<file path="config.mk">
export PLATFORM = sky130hd
export DESIGN_NAME = fpu_wb_buffer
export DESIGN_NICKNAME = d
export VERILOG_FILES = /design/src/rtl/fpu_wb_buffer.sv
export SDC_FILE = /design/constraint.sdc
export NUM_CORES = 1
export LEC_CHECK = 0
export ABC_AREA = 1
export CORE_UTILIZATION = 35
export CTS_CLUSTER_SIZE = 20
export DETAILED_ROUTE_END_ITERATION = 7
export SETUP_SLACK_MARGIN = 0.2
export SYNTH_ARGS = -nofsm -noshare
export SYNTH_HDL_FRONTEND = slang
export SYNTH_SLANG_ARGS = --single-unit
</file>
<file path="constraint.sdc">
create_clock -name clk -period 4.25 [get_ports clk]
set_clock_uncertainty 0.1 [all_clocks]
set_input_delay 0.85 -clock clk [delete_from_list [all_inputs] [get_ports clk]]
set_output_delay 0.85 -clock clk [all_outputs]
set_load 0.1 [all_outputs]
</file>
<file path="src/rtl/fpu_wb_buffer.sv">
// Writeback buffer behind the 3-cycle FP adder.
// The adder cannot stall, so every result it emits is captured in a small FIFO
// and drained to the FP register-file write port under a valid/ready handshake.
// Issue credits (issue_ok) keep the number of buffered plus in-flight results
// within DEPTH.
// Optional feature: define FPU_WB_BYPASS_EN to forward an adder result straight
// to the write port when the FIFO is empty.
module fpu_wb_buffer #(
  parameter int DEPTH    = 4,
  parameter int PIPE_LAT = 3
) (
  input  logic                     clk,
  input  logic                     rstn,
  input  logic                     issue_req,
  output logic                     issue_ok,
  input  logic                     in_flag,
  input  logic [4:0]               in_addr,
  input  logic [31:0]              in_data,
  output logic                     wb_valid,
  input  logic                     wb_ready,
  output logic [4:0]               wb_addr,
  output logic [31:0]              wb_data,
  output logic [$clog2(DEPTH):0]   occupancy,
  output logic                     ovf_err
);

  // state | meaning
  // HOLD  | after reset; adder pipeline still holds stale results, ignore in_flag, no credits
  // RUN   | normal operation; terminal until reset

  localparam int AW = $clog2(DEPTH);
  localparam int CW = AW + 1;
  localparam int HW = $clog2(PIPE_LAT + 2);
  localparam int SW = CW + HW;

  typedef enum logic {HOLD = 1'b0, RUN = 1'b1} state_t;

  state_t        state, state_nxt;
  logic [HW-1:0] hold_cnt, hold_cnt_nxt;
  logic          run;

  logic [36:0]   mem [DEPTH];
  logic [AW-1:0] rd_ptr, wr_ptr;
  logic [CW-1:0] count;
  logic [HW-1:0] inflight;
  logic [4:0]    last_addr;
  logic [31:0]   last_data;

  logic          empty, full, arrive, push_req, push, pop;
  logic [36:0]   head, wb_word;
  logic [SW-1:0] credit_sum;

  // Holdoff state register and countdown.
  always_ff @(posedge clk or negedge rstn) begin
    if (!rstn) begin
      state    <= HOLD;
      hold_cnt <= HW'(PIPE_LAT);
    end else begin
      state    <= state_nxt;
      hold_cnt <= hold_cnt_nxt;
    end
  end

  // Holdoff next-state: leave HOLD on the cycle the countdown reaches zero.
  always_comb begin
    state_nxt    = state;
    hold_cnt_nxt = hold_cnt;
    case (state)
      HOLD: begin
        if (hold_cnt <= HW'(1)) begin
          hold_cnt_nxt = '0;
          state_nxt    = RUN;
        end else begin
          hold_cnt_nxt = hold_cnt - HW'(1);
        end
      end
      RUN:     state_nxt = RUN;
      default: state_nxt = HOLD;
    endcase
  end

  assign run    = (state == RUN);
  assign empty  = (count == '0);
  assign full   = (count == CW'(DEPTH));
  assign arrive = in_flag & run;

`ifdef FPU_WB_BYPASS_EN
  // Empty FIFO in RUN: present the adder result directly; it only needs
  // buffering if the register file does not take it this cycle.
  assign wb_valid = !empty | (run & in_flag);
  assign head     = empty ? {in_addr, in_data} : mem[rd_ptr];
  assign push_req = arrive & !(run & empty & wb_ready);
`else
  assign wb_valid = !empty;
  assign head     = mem[rd_ptr];
  assign push_req = arrive;
`endif

  assign pop  = wb_valid & wb_ready & !empty;
  assign push = push_req & (!full | pop);

  // While idle the write port shows the last word it presented.
  assign wb_word   = wb_valid ? head : {last_addr, last_data};
  assign wb_addr   = wb_word[36:32];
  assign wb_data   = wb_word[31:0];
  assign occupancy = count;

  assign credit_sum = SW'(count) + SW'(inflight);
  assign issue_ok   = run & (credit_sum < SW'(DEPTH));

  // FIFO storage; contents need no reset because count gates visibility.
  always_ff @(posedge clk) begin
    if (push) mem[wr_ptr] <= {in_addr, in_data};
  end

  // Pointers, count, sticky overflow and last presented word.
  always_ff @(posedge clk or negedge rstn) begin
    if (!rstn) begin
      rd_ptr    <= '0;
      wr_ptr    <= '0;
      count     <= '0;
      ovf_err   <= 1'b0;
      last_addr <= '0;
      last_data <= '0;
    end else begin
      if (push) wr_ptr <= wr_ptr + AW'(1);
      if (pop)  rd_ptr <= rd_ptr + AW'(1);
      case ({push, pop})
        2'b10:   count <= count + CW'(1);
        2'b01:   count <= count - CW'(1);
        default: count <= count;
      endcase
      if (push_req && full && !pop) ovf_err <= 1'b1;
      if (wb_valid) begin
        last_addr <= wb_addr;
        last_data <= wb_data;
      end
    end
  end

  // In-flight op counter, saturating at 0 and PIPE_LAT.
  always_ff @(posedge clk or negedge rstn) begin
    if (!rstn) begin
      inflight <= '0;
    end else if (issue_req && !arrive && inflight != HW'(PIPE_LAT)) begin
      inflight <= inflight + HW'(1);
    end else if (arrive && !issue_req && inflight != '0) begin
      inflight <= inflight - HW'(1);
    end
  end

endmodule

</file>
# == After elaboration in Yosys (flattened, before gate mapping) ==
# Memories as Yosys holds them, arrays and structs flattened.
# Index checks and enable logic that the tools add are counted.
# word_totals
memories,1
inputBits,42
reg_bits,52
latchBits,0
mem_bits_rw,148
mem_bits_ro,0
word_cells,55
output_inout_bits,43
# classes
bitwise,7
magnitude_cmp,2
div_mod_pow,0
n_mux,9
add_sub_neg,8
n_reduce_logical,15
n_eq_ne,4
n_shift,0
multipliers,0
# memory_table
name,words,word_bits,read_ports,rd_ports_with_merged_regs,write_ports,line_no,source
mem,4,37,1,0,1,42,logic [36:0] mem [DEPTH];
# ops
cell,n
two-way mux 37 bit,1
two-way mux 3 bit,3
subtractor 3 x 1 -> 3 bit (second input constant),3
adder 3 x 1 -> 3 bit (second input constant),2
logical AND 1 bit,6
case mux 3 bit (2 select lines),1
AND 1 bit,5
logical NOT 1 bit,5
adder 2 x 1 -> 2 bit (second input constant),2
adder 3 x 3 -> 4 bit,1
less-than comparator 4 x 3 -> 1 bit (second input constant),1
nonzero test 2 bit,2
equality test 3 bit (second input constant),1
<= comparator 3 x 1 -> 1 bit (second input constant),1
logical NOT 3 bit,1
two-way mux 1 bit,3
inequality test 3 x 2 -> 1 bit (second input constant),1
nonzero test 3 bit,1
equality test 2 x 1 -> 1 bit (second input constant),1
equality test 2 bit (second input constant),1
case mux 1 bit (2 select lines),1
inverter 1 bit,1
bitwise OR 1 bit,1

# == Depth between registers and ports, before layout ==
# depth
depth_word,8
depth_mapped,9
depth_no_buf,9

# == Least setup slack after synthesis ==
# Ideal clock, no wire load.
# synth_path
path_kind,flip-flop to output port
from,register count[0] (netlist: occupancy[0])
to,output wb_addr[0]
arrival_time_ns,3.259
setup_slack_ns,0.041
stages_incl_launch_ff,6
required_ns,3.300
path_buffers,2
cell_sequence,dfrtp_1 > nor2_4 > nand2_2 > buf_4 > buf_2 > a31oi_1
# synth_between
elab_chain_cells,2
# synth_rtl
item,line_no,source
from (decl),44,logic [CW-1:0] count;
from (signal assigned),129,2'b10: count <= count + CW'(1);
from (signal assigned),130,2'b01: count <= count - CW'(1);
from (signal assigned),131,default: count <= count;
logical NOT 3 bit,83,assign empty = (count == '0);
two-way mux 37 bit,103,"assign wb_word = wb_valid ? head : {last_addr, last_data};"
to (decl),21,"output logic [4:0] wb_addr,"
# No other way between the ends.

# == Worst setup path after layout ==
# layout_path
from,register rd_ptr[0]
to,output wb_data[0]
# layout_between
elab_chain_cells,2
# layout_rtl
item,line_no,source
from (decl),43,"logic [AW-1:0] rd_ptr, wr_ptr;"
from (signal assigned),127,if (pop) rd_ptr <= rd_ptr + AW'(1);
memory read (4 x 37 bit),n/a,
two-way mux 37 bit,103,
to (decl),22,"output logic [31:0] wb_data,"
# No other way between the ends.

==> flow_metrics.py <==
metrics = {
    "status": {
        "status": "complete, no violations",
    },
    "die": {
        "io_pins": 85,
        "fp-row-count": 54,
        "start_util_pct": 36.2,
        "core_mm2": 0.0221,
        "fp.dieW_um": 153,
        "die-area_mm2": 0.0235,
        "dieHeight_um": 153,
    },
    "logic_synthesis": {
        "async_flop_share_pct": 26.0,
        "synth_area_leaders": "edfxtp_1, dfrtp_1, nor2_1",
        "yosysUniqueCellTypes": 27,
        "ys.flop_type": "edfxtp_1",
        "yosys.area.top_type": "edfxtp_1",
        "synthDominantCellAreaShare_pct": 55.6,
        "syn_area_per_cell_um2": 12.1,
        "synthCells": 662,
        "ys_seq_elements": 200,
        "yosys_warnings": 0,
        "synth_commonest_cells": "nor2_1, edfxtp_1, a31oi_1",
        "syn_area_mm2": 0.00800,
        "synth.most_common_cell": "nor2_1",
        "syn-num-nets": 714,
        "ys_seq_area_share_pct": 71.9,
        "synth-edff-count": 148,
    },
    "timing": {
        "worst_pin_slew_ns": 0.965,
        "maxSlewViolCount": 0,
        "finalCritPeriodShare_pct": 81.5,
        "final-setup-viol-count": 0,
        "setup_tns_ns": 0,
        "final_hold_viol_count": 0,
        "rsz0062_at_grt": "false",
        "setup_ws_ns": 0.788,
        "fmax_mhz": 289,
        "slew_headroom_pct": 35.5,
        "final.min_clock_period_ns": 3.46,
    },
    "placement": {
        "dpl.hpwl_mm": 10.8,
        "dpl_cell_area_mm2": 0.00967,
        "port_buffers": 84,
        "gp_congestion": 0.758,
        "pre_cts_ws_ns": 0.980,
    },
    "cells_and_area": {
        "syn_to_final_growth_pct": 28.1,
        "antenna_cells": 0,
        "drive_gt1_share_pct": 16.1,
        "finalNetCount": 796,
        "utilization_pct": 46.4,
        "stdcell_area_mm2": 0.0102,
        "n_fill_cell": 1978,
    },
    "critical_path": {
        "cp.arrival_ns": 2.51,
        "critPathMaxFanout": 75,
        "start_kind": "flop",
        "rrSetupSlack_ns": 1.83,
        "worstPathRequired_ns": 3.30,
        "worstSetupPathType": "reg -> out",
        "cp-end-kind": "output port",
    },
    "clocking": {
        "cts_buffers": 17,
        "clkLatencyLatePin_ns": 0.43,
        "clock_sinks": 200,
        "cts-root-buf": "clkbuf_16",
        "hold_buffers": 0,
        "post_cts_buffers": 0,
        "cts_tree": "done",
        "postCtsResizedCells": 0,
        "cts_max_level": 4,
        "clockBufferDepth": 2,
        "cts.reportedPaths.clkPinSlew_ns": 0.07,
    },
    "global_route": {
        "grt_overflow": 0,
        "grt_max_degree": 76,
        "grt_usage_pct": 15.4,
        "grt_pass1_wl_mm": 27.6,
        "antenna_found_initial": 0,
        "grt_pass1_vias": 5041,
    },
    "detailed_routing": {
        "avgViaCountPerCell": 4.98,
        "ant_nets": 0,
        "drc": 0,
        "num_vias": 5167,
        "drtIter0Drc": 317,
        "dr.pass1.iters": 5,
        "wl_per_cell_um": 16.4,
        "routed_wl_mm": 17.0,
    },
    "hold_path": {
        "min_path_type": "reg -> reg",
    },
    "flow_run": {
        "cap_violations": 0,
    },
}
path summary, 6_finish.rpt:
path	cells past startpoint	from	to
worst min register to register	2	ovf_err$_DFFE_PN0P_	ovf_err$_DFFE_PN0P_
worst max-delay path	6	rd_ptr[0]$_DFFE_PN0P_	wb_data[0]
max in group asynchronous	2	rstn	hold_cnt[1]$_DFFE_PN1N_
min in group asynchronous	1	rstn	ovf_err$_DFFE_PN0P_
worst max register to register	5	occupancy[2]$_DFFE_PN0P_	mem[2][16]$_DFFE_PP_
worst min-delay path	2	ovf_err$_DFFE_PN0P_	ovf_err$_DFFE_PN0P_
critical path, stage by stage, from the launching register on:
cell and delay, ns:
dfrtp_2 0.36, buf_4 0.63, nor2_1 0.11, nor2_1 0.11, o21ai_0 0.14, a31oi_1 0.47
buf_12 0.24
metrics by stage:
stage | cells | hold slack [ns]
6_report | 1037 | 0.377
5_1_grt | 1037 | 0.404
4_1_cts | 1037 | 0.387
3_5_place_dp | 1005 | 0.368
3_3_place_gp | 1005 | 0.363
2_1_floorplan | 662 | 0.352
flip-flops by register name (all words and copies together) (netlist names):
name / count
ovf_err: 1
hold_cnt: 3
occupancy: 3
rd_ptr: 2
last_data: 32
last_addr: 5
mem: 148
inflight: 3
wr_ptr: 2
run: 1
routing by layer:
metal | share of wire (%) | vias up | global-route usage [%]
met1 | 45 | 2501 | 20.2
met4 | 1.4 | 0 | 5.29
met5 | 0 | - | 0
li1 | - | 2519 | -
met2 | 49 | 132 | 25.2
met3 | 5.0 | 15 | 3.37
cells in the final DEF, fill, tap and decap left out, types with 16 or more instances in the layout:
master           Yosys  routed
a31oi_1             75      49
a31oi_2              0      26
buf_12               0      37
buf_4                8      16
clkbuf_16            0      17
clkdlybuf4s50_1      0      44
dfrtp_1             50      48
edfxtp_1           148     148
inv_1               21      21
nand2_1             23      23
nor2_1             195     191
o21ai_0             30      30
o21ai_1             48      48
layout make-up:
type | instances | area [um^2] | share of cell area [%]
sequential | 200 | 5750 | 56.1
clock inverter | 10 | 115 | 1.12
inverter | 23 | 86.3 | 0.843
clock buffer | 22 | 464 | 4.53
multi-input combinational | 404 | 2170 | 21.2
tap | 280 | 350 | 3.42
timing repair buffer | 98 | 1310 | 12.7
cell families (layout without fill, tap and decap cells):
family / after synthesis / in the layout / synth area share [%]
compound gates: 159 / 159 / 11.4
xor+xnor: 4 / 4 / 0.438
fa+ha+maj: 10 / 10 / 1.75
buf+inv: 58 / 153 / 3.43
flops: 200 / 200 / 71.9
simple gates: 231 / 231 / 11.2
Power is left out: the tool's default activity adds up to more than one toggle a clock period on the data nets, which glitch-free logic cannot reach.
